<file path="config.mk">
export PLATFORM = sky130hd
export DESIGN_NAME = isqrt_seq
export DESIGN_NICKNAME = d
export VERILOG_FILES = /design/src/rtl/isqrt_pkg.sv /design/src/rtl/isqrt_step.sv /design/src/rtl/isqrt_seq.sv
export SDC_FILE = /design/constraint.sdc
export NUM_CORES = 1
export LEC_CHECK = 0
export CORE_UTILIZATION = 40
export CTS_CLUSTER_DIAMETER = 200
export DETAILED_ROUTE_END_ITERATION = 7
export PLACE_DENSITY = 0.64
export SYNTH_ARGS = -nofsm -noshare
export SYNTH_HDL_FRONTEND = slang
export SYNTH_SLANG_ARGS = --single-unit
</file>
<file path="constraint.sdc">
create_clock -name clk -period 2.45 [get_ports clk]
set_clock_uncertainty 0.15 [all_clocks]
set_input_delay 0.3675 -clock clk [delete_from_list [all_inputs] [get_ports clk]]
set_output_delay 0.3675 -clock clk [all_outputs]
set_load 0.005 [all_outputs]
</file>
<file path="src/rtl/isqrt_pkg.sv">
// rtl/isqrt_pkg.sv - shared states, default width and counter sizing for the isqrt engine
package isqrt_pkg;

    localparam int ISQRT_W = 32;

    localparam logic [1:0] ST_IDLE = 2'd0;
    localparam logic [1:0] ST_BUSY = 2'd1;
    localparam logic [1:0] ST_DONE = 2'd2;

    // Iteration counter width, clog2(W/2), kept at least one bit wide.
    function automatic int cnt_w(input int w);
        return (w / 2 > 1) ? $clog2(w / 2) : 1;
    endfunction

endpackage

</file>
<file path="src/rtl/isqrt_step.sv">
// rtl/isqrt_step.sv - one combinational restoring square-root iteration
module isqrt_step #(
    parameter int W = 32
) (
    input  logic [W/2:0]   i_rem,
    input  logic [1:0]     i_rad_top,
    input  logic [W/2-1:0] i_root,
    output logic [W/2:0]   o_rem,
    output logic           o_bit
);

    localparam int RW = W / 2;

    logic [RW+2:0] w_t;
    logic [RW+1:0] w_q;
    logic          w_ge;

    assign w_t  = {i_rem, i_rad_top};
    assign w_q  = {i_root, 2'b01};
    assign w_ge = (w_t >= {1'b0, w_q});

    // The new remainder is bounded by 2*root, so the low bits of the difference suffice.
    assign o_bit = w_ge;
    assign o_rem = w_ge ? (w_t[RW:0] - w_q[RW:0]) : w_t[RW:0];

endmodule

</file>
<file path="src/rtl/isqrt_seq.sv">
// rtl/isqrt_seq.sv - sequential integer square root, one root bit per cycle
module isqrt_seq
    import isqrt_pkg::*;
#(
    parameter int W = ISQRT_W
) (
    input  logic           clk,
    input  logic           rst_n,
    input  logic           in_valid,
    output logic           in_ready,
    input  logic [W-1:0]   in_data,
    output logic           out_valid,
    input  logic           out_ready,
    output logic [W/2-1:0] out_root,
    output logic [W/2:0]   out_rem,
    output logic           busy
);

    localparam int RW = W / 2;
    localparam int CW = cnt_w(W);

    logic [1:0]    r_state;
    logic [W-1:0]  r_rad;
    logic [RW:0]   r_rem;
    logic [RW-1:0] r_root;
    logic [CW-1:0] r_count;

    logic [RW:0]   w_rem_next;
    logic          w_bit;

    isqrt_step #(
        .W(W)
    ) u_step (
        .i_rem    (r_rem),
        .i_rad_top(r_rad[W-1:W-2]),
        .i_root   (r_root),
        .o_rem    (w_rem_next),
        .o_bit    (w_bit)
    );

    always_ff @(posedge clk or negedge rst_n) begin
        if (!rst_n) begin
            r_state <= ST_IDLE;
            r_rad   <= '0;
            r_rem   <= '0;
            r_root  <= '0;
            r_count <= '0;
        end else begin
            case (r_state)
                ST_IDLE: begin
                    if (in_valid) begin
                        r_rad   <= in_data;
                        r_rem   <= '0;
                        r_root  <= '0;
                        r_count <= CW'(RW - 1);
                        r_state <= ST_BUSY;
                    end
                end
                ST_BUSY: begin
                    r_rem  <= w_rem_next;
                    r_root <= {r_root[RW-2:0], w_bit};
                    r_rad  <= {r_rad[W-3:0], 2'b00};
                    // The last step still runs on the cycle that count reads zero.
                    if (r_count == '0) begin
                        r_state <= ST_DONE;
                    end else begin
                        r_count <= r_count - CW'(1);
                    end
                end
                ST_DONE: begin
                    if (out_ready) begin
                        r_state <= ST_IDLE;
                    end
                end
                default: r_state <= ST_IDLE;
            endcase
        end
    end

    assign in_ready  = (r_state == ST_IDLE);
    assign busy      = (r_state == ST_BUSY);
    assign out_valid = (r_state == ST_DONE);
    assign out_root  = r_root;
    assign out_rem   = r_rem;

endmodule

</file>
## Word-level counts from Yosys, hierarchy flattened

Cells that the tools add are included.
Widths: inputs -> output; s select.

- Add/subtract/negate cells: 2
- Order comparisons: 1
- Equality and inequality tests: 6
- Muxes and demuxes: 14
- Reductions and logical operators: 6

Operators by type and width:

| operator | number |
|---|---|
| $pmux 32 s2 | 1 |
| $mux 17 | 2 |
| $pmux 17 s2 | 1 |
| $mux 32 | 1 |
| $pmux 16 s2 | 1 |
| $ge 19x18->1 | 1 |
| $sub 17x17->17 | 1 |
| $mux 16 | 1 |
| $mux 4 | 2 |
| $pmux 4 s2 | 1 |
| $mux 2 | 3 |
| $pmux 2 s3 | 1 |
| $reduce_and 3->1 | 2 |
| $logic_not 4->1 | 1 |
| $ne 2x1->1 const B | 2 |
| $ne 2x2->1 const B | 2 |
| $sub 4x1->4 const B | 1 |
| $eq 2x1->1 const B | 1 |
| $eq 2x2->1 const B | 1 |
| $logic_not 2->1 | 1 |
| $reduce_and 2->1 | 1 |
| $reduce_bool 2->1 | 1 |

- Register bits: 71
- Input bits: 36
- Output and inout port bits: 36

## Longest topological paths before layout

Gate-level depths: netlist (run 1).

- Word-level depth: 3
- Depth in mapped cells: 10
- Mapped depth without buffers: 8

## Modules after synthesis

Synthesis (run 1) repeated with hierarchy kept, for this count alone.

- Cells, all modules: 401
- Area total of the unflattened synthesis: 4214.0 um2

Modules (own cells, without submodules):

| module | times used | cells an instance | area an instance (um2) |
|---|---|---|---|
| isqrt_seq | 1 | 253 | 3084.2 |
| isqrt_step | 1 | 148 | 1129.8 |

## Worst setup path after synthesis (run 1)

Ideal clock, no wire load.

- Path type: reg-to-reg
- Start point: register r_root[11], in the netlist out_root[11]
- End point: register r_rem[5], in the netlist out_rem[5]
- Arrival time: 2.387 ns
- Required time: 2.167 ns
- Slack: -0.220 ns
- Cell stages (with the launch flop): 11
- Path buffers: 2
- Cells stage by stage: dfrtp_1 > inv_1 > ha_1 > buf_4 > nand4_1 > or4b_4 > o41a_1 > o211ai_2 > buf_8 > mux2i_1 > o21ai_1

- Cells in the longest elaborated chain, start to end: 3

Ends and longest elaborated chain:

| what | line | text |
|---|---|---|
| start: declaration | isqrt_seq.sv:25 | `logic [RW-1:0] r_root;` |
| start signal: assignment | isqrt_seq.sv:61 | `r_root <= {r_root[RW-2:0], w_bit};` |
| $ge 19x18->1 | isqrt_step.sv:20 | `assign w_ge = (w_t >= {1'b0, w_q});` |
| $mux 17 | isqrt_step.sv:24 | `assign o_rem = w_ge ? (w_t[RW:0] - w_q[RW:0]) : w_t[RW:0];` |
| $pmux 17 s2 | isqrt_seq.sv:49 | `case (r_state)` |
| end signal: assignment | isqrt_seq.sv:60 | `r_rem <= w_rem_next;` |
| end: declaration | isqrt_seq.sv:24 | `logic [RW:0] r_rem;` |

No other way between the ends.
A chain may end at the register's enable or synchronous reset.

## Worst setup path in the final report (run 1)

- Start point: register r_rem[12], in the netlist out_rem[12]
- End point: register r_rem[6], in the netlist out_rem[6]

- Cells in the longest elaborated chain, start to end: 3

Ends and longest elaborated chain:

| what | line |
|---|---|
| $ge 19x18->1 | isqrt_step.sv:20 |
| $mux 17 | isqrt_step.sv:24 |
| $pmux 17 s2 | isqrt_seq.sv:49 |

No other way between the ends.

==> flow_summary.yaml, run 1 <==
run_status:
  status: "finished, violations left"
  violations: "setup timing"
logic_synthesis:
  synth_most_common_cell: "nand2_1"
  async_flop_share: 1.00
  ys_seq_area_frac: 0.439
  synth-edff-count: 0
  synthFlopType: "dfrtp_1"
  yosysTopAreaCellShare: 0.439
  syn-mean-instance-area_um2: 9.14
  synth_area_um2: 4050
  synth.area.top_cells: "dfrtp_1 44%, mux2i_1 9.9%, nand2_1 7.5%"
  synth_commonest_cells: "81 x nand2_1, 71 x dfrtp_1, 60 x o21ai_0, 40 x mux2i_1, 22 x inv_1"
  synth_seq_cells: 71
  syn_nets: 498
  syn_inst: 443
  yosys.area.top_type: "dfrtp_1"
  ys_types: 52
  ys.warnings.count: 0
pwr:
  powerDensity_nw_per_um2: 1690
  leakage_nw: 2.46
  irDropWorstVdd_mv: 0.811
place:
  dp_cells: 671
  dp_hpwl_mm: 7.18
  gp_congestion: 0.835
  portBuffers: 71
sta:
  fin_crit_sh: 1.04
  finalWorstSetupSlack_ps: -96.4
  tightest_slew_ps: 484
  max_freq_ghz: 0.393
  fin_crit_ps: 2550
  whs_ps: 185
  max_slew_margin: 0.674
  setup-tns-final_ps: -770
  rsz0062_at_grt: "true"
  hold_violations: 0
  setup_viol: 16
  finalMaxSlewViolations: 0
die:
  num_io_pins: 72
  core_um2: 9770
  dieArea_um2: 10500
  num_rows: 36
  fp.dieW_um: 103
  dieHeight_um: 103
  initial_core_util: 0.414
clock_tree:
  clkTransAtPathRegs_ps: 80
  insertion_delay_ps: 360
  clk_root_buffer_cell: "clkbuf_8"
  numCtsBuffers: 9
  cts.sinks: 71
  h-tree-depth: 3
  cts_tree: "done"
  clk_path_buf_depth: 2
setup_path:
  crit_path_max_incr_delay_ps: 510
  cpMaxStageDelayCell: "or4b_4"
  crit_required_ps: 2540
  crit_buf_inv: 1
  critPathTopFamily: "simple AND/OR/NAND/NOR gates"
  cp_max_fo: 8
  cp-end-kind: "register"
  arrival_ps: 2630
  worstSetupStartpointType: "register"
  crit_type: "reg2reg"
  crit_path_cell_trace: "ha_4 > nand4_1 > or4b_4 > o41a_1 > o211ai_2 > buf_6 > mux2i_1 > o21ai_1"
detailed_routing:
  first_pass_iters: 4
  vias_per_cell: 5.18
  drc: 0
  vias: 3585
  drtAntennaViolNets: 0
  drtIter0Drc: 95
  wl_mm: 9.87
  wl_per_cell_um: 14.3
global_routing:
  grt_max_degree: 94
  track_usage: 0.202
  grt_pass1_vias: 3584
  overflow: 0
  antenna_found_initial: 0
  grt_pass1_wl_mm: 16.4
final_layout:
  utilization: 0.563
  antenna_cells: 0
  drive_gt1_frac: 0.161
  area_growth_pct: 35.8
  nFillCells: 929
  nets: 609
  layout.cells.non_filler: 692
worst_hold_path:
  hold_class: "in2async"
job:
  maxCapViolations: 0
-- worst paths after layout --
| path | startpoint | end | slack, ps | cells after the start |
|---|---|---|---|---|
| hold reg to reg | r_rad[2] | r_rad[2] | 340 | 2 |
| hold / removal | rst_n | out_root[5] | 180 | 2 |
| min in group clk | r_rad[2] | r_rad[2] | 340 | 2 |
| setup reg to reg | out_rem[12] | out_rem[6] | -100 | 8 |
| setup / recovery | out_rem[12] | out_rem[6] | -100 | 8 |
| max in group asynchronous | rst_n | out_rem[16] | 1450 | 3 |
-- metal layers --
| layer | wire length [um] | global-route usage | share of wire | vias up |
|---|---|---|---|---|
| li1 | - | - | - | 1775 |
| met1 | 4390 | 0.245 | 0.45 | 1705 |
| met2 | 4810 | 0.344 | 0.49 | 90 |
| met3 | 517 | 0.0590 | 0.052 | 15 |
| met4 | 148 | 0.0703 | 0.015 | 0 |
| met5 | 0 | 0 | 0 | - |
-- worst reg2reg max path, cell delays in order (launching register included) --
cell      delay, ps
dfrtp_1         420
ha_4            280
nand4_1         120
or4b_4          510
o41a_1          330
o211ai_2        130
buf_6           200
mux2i_1         210
o21ai_1          90
-- cells by family (layout without fill, tap and decap cells) --
| group | count (synthesis) | count (layout) | share of synthesized area |
|---|---|---|---|
| and+or+nand+nor | 131 | 131 | 0.145 |
| buffers and inverters | 44 | 160 | 0.0467 |
| muxes | 40 | 40 | 0.0989 |
| AOI/OAI and AO/OA | 125 | 125 | 0.184 |
| DFF | 71 | 71 | 0.439 |
| xor gates and xnor gates | 13 | 13 | 0.0281 |
| adders and majority gates | 19 | 19 | 0.0587 |
-- state kept, by name, indices dropped and copies added, names as in the netlist --
name      flops
out_root     16
r_state       2
r_rad        32
out_rem      17
r_count       4
-- area by class of cell --
| cell class | instances | area (um^2) | area share |
|---|---|---|---|
| clock buffer | 9 | 124 | 0.0225 |
| clock inverter | 7 | 55.1 | 0.0100 |
| inverter | 23 | 86.3 | 0.0157 |
| multi-input combinational | 328 | 2190 | 0.398 |
| sequential | 71 | 1780 | 0.323 |
| tap | 133 | 166 | 0.0303 |
| timing repair buffer | 121 | 1100 | 0.201 |
-- cells in the final DEF, fill, tap and decap left out, drive strengths merged, types with 5 or more instances in the layout --
cell | netlist | layout
o211ai | 6 | 6
nand2 | 82 | 82
inv | 23 | 25
nor3 | 7 | 7
nor2 | 11 | 11
nor2b | 7 | 7
o21ai | 72 | 72
clkdlybuf4s50 | 0 | 70
mux2i | 40 | 40
nand4 | 5 | 5
buf | 8 | 50
a21oi | 17 | 17
dfrtp | 71 | 71
clkbuf | 13 | 9
ha | 19 | 19
xnor2 | 9 | 9
-- timing repair --
item | 4_1_cts | 5_1_grt
hold endpoints to repair | 71 | 0
gates resized for setup | 13 | 5
buffers inserted | 1 | 4
pin swaps | 5 | 1
hold buffers | 1 | 0
setup endpoints to repair | 17 | 18
-- metrics by stage --
| stage | total power, W | setup slack [ps] | cell area (um^2) |
|---|---|---|---|
| after floorplan | 0.00601 | -109 | 4050 |
| after global placement | 0.00796 | -49.2 | 5180 |
| after detailed placement | 0.00811 | -129 | 5180 |
| after CTS | 0.00921 | -102 | 5450 |
| after global routing | 0.0102 | -234 | 5500 |
| final | 0.00931 | -96.4 | 5500 |
-- where the power goes --
part           total [W]  leakage, nW  internal, W  switching (W)
Combinational    0.00628         1.50      0.00315        0.00313
Sequential       0.00216        0.882      0.00178       0.000378
Clock           0.000874       0.0862     0.000376       0.000498
Total            0.00931         2.46      0.00530        0.00400
Power figures use the tool's default switching activity.
==> inputs of run 2 (changes only) <==
--- a/config.mk
+++ b/config.mk
@@ -5,10 +5,10 @@
 export SDC_FILE = /design/constraint.sdc
 export NUM_CORES = 1
 export LEC_CHECK = 0
-export CORE_UTILIZATION = 40
+export CORE_UTILIZATION = 48
 export CTS_CLUSTER_DIAMETER = 200
 export DETAILED_ROUTE_END_ITERATION = 7
-export PLACE_DENSITY = 0.64
+export PLACE_DENSITY = 0.75
 export SYNTH_ARGS = -nofsm -noshare
 export SYNTH_HDL_FRONTEND = slang
 export SYNTH_SLANG_ARGS = --single-unit
==> run 2 against run 1 <==
  * Utilization rose by 13 points
  * Clock-buffer cell count rose by 1
  * The flow still finishes with violations (setup timing)
  * Final cell count fell by 2.9%
  * Setup slack got worse by 57 ps
  * Largest cell class unchanged
==> flow_summary.yaml, run 2 (synthesized netlist as in run 1, its figures left out) <==
die:
  core_um2: 8180
  num_rows: 33
  initial_core_util: 0.495
  dieArea_um2: 8810
  dieHeight_um: 93.8
  num_io_pins: 72
  fp.dieW_um: 93.8
global_routing:
  grt_max_degree: 39
  track_usage: 0.250
  overflow: 0
  grt_pass1_vias: 3693
  antenna_found_initial: 0
  grt_pass1_wl_mm: 17.1
sta:
  fin_crit_ps: 2600
  rsz0062_at_grt: "true"
  hold_violations: 0
  tightest_slew_ps: 599
  finalWorstSetupSlack_ps: -153
  whs_ps: 338
  setup-tns-final_ps: -1810
  finalMaxSlewViolations: 0
  max_slew_margin: 0.600
  max_freq_ghz: 0.384
  fin_crit_sh: 1.06
  setup_viol: 17
run_status:
  status: "finished, violations left"
  violations: "setup timing"
setup_path:
  crit_type: "reg2reg"
  worstSetupStartpointType: "register"
  arrival_ps: 2690
  r2r_end: "out_rem[8]"
  r2r_setup_slack_ps: -150
  worstRegToRegCells: 8
  cp_max_fo: 12
  rr_startpoint: "out_rem[11]"
  crit_required_ps: 2540
  cp-end-kind: "register"
final_layout:
  utilization: 0.689
  area_growth_pct: 39.2
  antenna_cells: 0
  mostFrequentLayoutCells: "80 x nand2_1, 71 x dfrtp_1, 70 x clkdlybuf4s50_1, 58 x o21ai_0, 51 x buf_4"
  final_common_cell: "nand2_1"
  largest_register_ffs: 32
  drive_gt1_frac: 0.175
  largest_register: "r_rad"
  nets: 617
clock_tree:
  numCtsBuffers: 9
  cts.sinks: 71
  cts_tree: "done"
  clkTransAtPathRegs_ps: 80
  clk_root_buffer_cell: "clkbuf_8"
  h-tree-depth: 3
  insertion_delay_ps: 350
  clk_path_buf_depth: 2
detailed_routing:
  first_pass_iters: 6
  vias_per_cell: 5.46
  drtIter0Drc: 232
  vias: 3669
  drtAntennaViolNets: 0
  drc: 0
  wl_per_cell_um: 15.4
  wl_mm: 10.3
worst_hold_path:
  holdPathEnd: "r_rad[29]"
  hold_start: "r_rad[29]"
  hold_class: "reg2reg"
  whs_path_depth: 2
place:
  gp_congestion: 0.872
  dp_hpwl_mm: 7.35
  dp_slack_ps: -116
  portBuffers: 71
pwr:
  power_w: 0.00987
  leakage_nw: 2.54
  powerDensity_nw_per_um2: 1750
  irDropWorstVdd_mv: 0.589
job:
  maxCapViolations: 0
==> run 2: cell count changes in the layout (fill, tap and decap cells not counted), sizes merged <==
| cell | change |
|---|---|
| clkinv | -1 |
| clkbuf | +1 |
| buf | +8 |
| inv | -1 |
| bufinv | +2 |
| clkinvlp | -1 |
==> run 2: what timing repair did <==
item                                    4_1_cts  5_1_grt
pin swaps                                     2        1
hold buffers                                  1        0
gates resized for setup                      10       10
setup buffers                                 1        2
endpoints found under the setup margin       17       18
endpoints found under the hold margin        22        0
==> run 2: how the worst max path moves through the flow <==
| stage | startpoint | end | slack (ps) |
|---|---|---|---|
| 2_1_floorplan | out_root[11] | out_rem[5] | -110 |
| 3_3_place_gp | out_root[10] | out_rem[2] | -30 |
| 3_5_place_dp | out_root[10] | out_rem[5] | -120 |
| 4_1_cts | out_root[11] | out_rem[5] | -120 |
| 5_1_grt | out_rem[9] | out_rem[5] | -260 |
| 6_report | out_rem[11] | out_rem[8] | -150 |
==> run 2: where the power goes <==
part           internal (W)  switching, W
clock network      0.000581      0.000481
registers           0.00178      0.000396
logic               0.00336       0.00327
==> run 2: layout make-up <==
type	count	area, um^2
inverter	23	86.3
clock inverter	6	93.8
clock buffer	10	128
timing repair buffer	129	1200
multi-input combinational	328	2220
fill	639	2540
tap	105	131
sequential	71	1780
==> run 2: worst max-delay path: stages, from the launching register on <==
cell and delay, ps:
dfrtp_1 420, ha_4 280, nand4_1 130, or4b_4 510
o41a_1 360, o211ai_4 150, buf_12 200, mux2i_1 210
o21ai_1 70
==> run 2: per-stage QoR <==
stage               instances  instance area, um^2
floorplan                 443                 4050
global placement          652                 5250
detailed placement        652                 5250
CTS                       670                 5550
global route              672                 5640
finish                    672                 5640
==> run 2: routing by layer <==
metal  track usage  share of wire  wire length [um]  up-vias
li1              -              -                 -     1795
met1         0.317           0.44              4520     1763
met2         0.420           0.50              5160       99
met3        0.0453          0.052               537       12
met4        0.0987          0.011               114        0
met5             0              0                 0        -
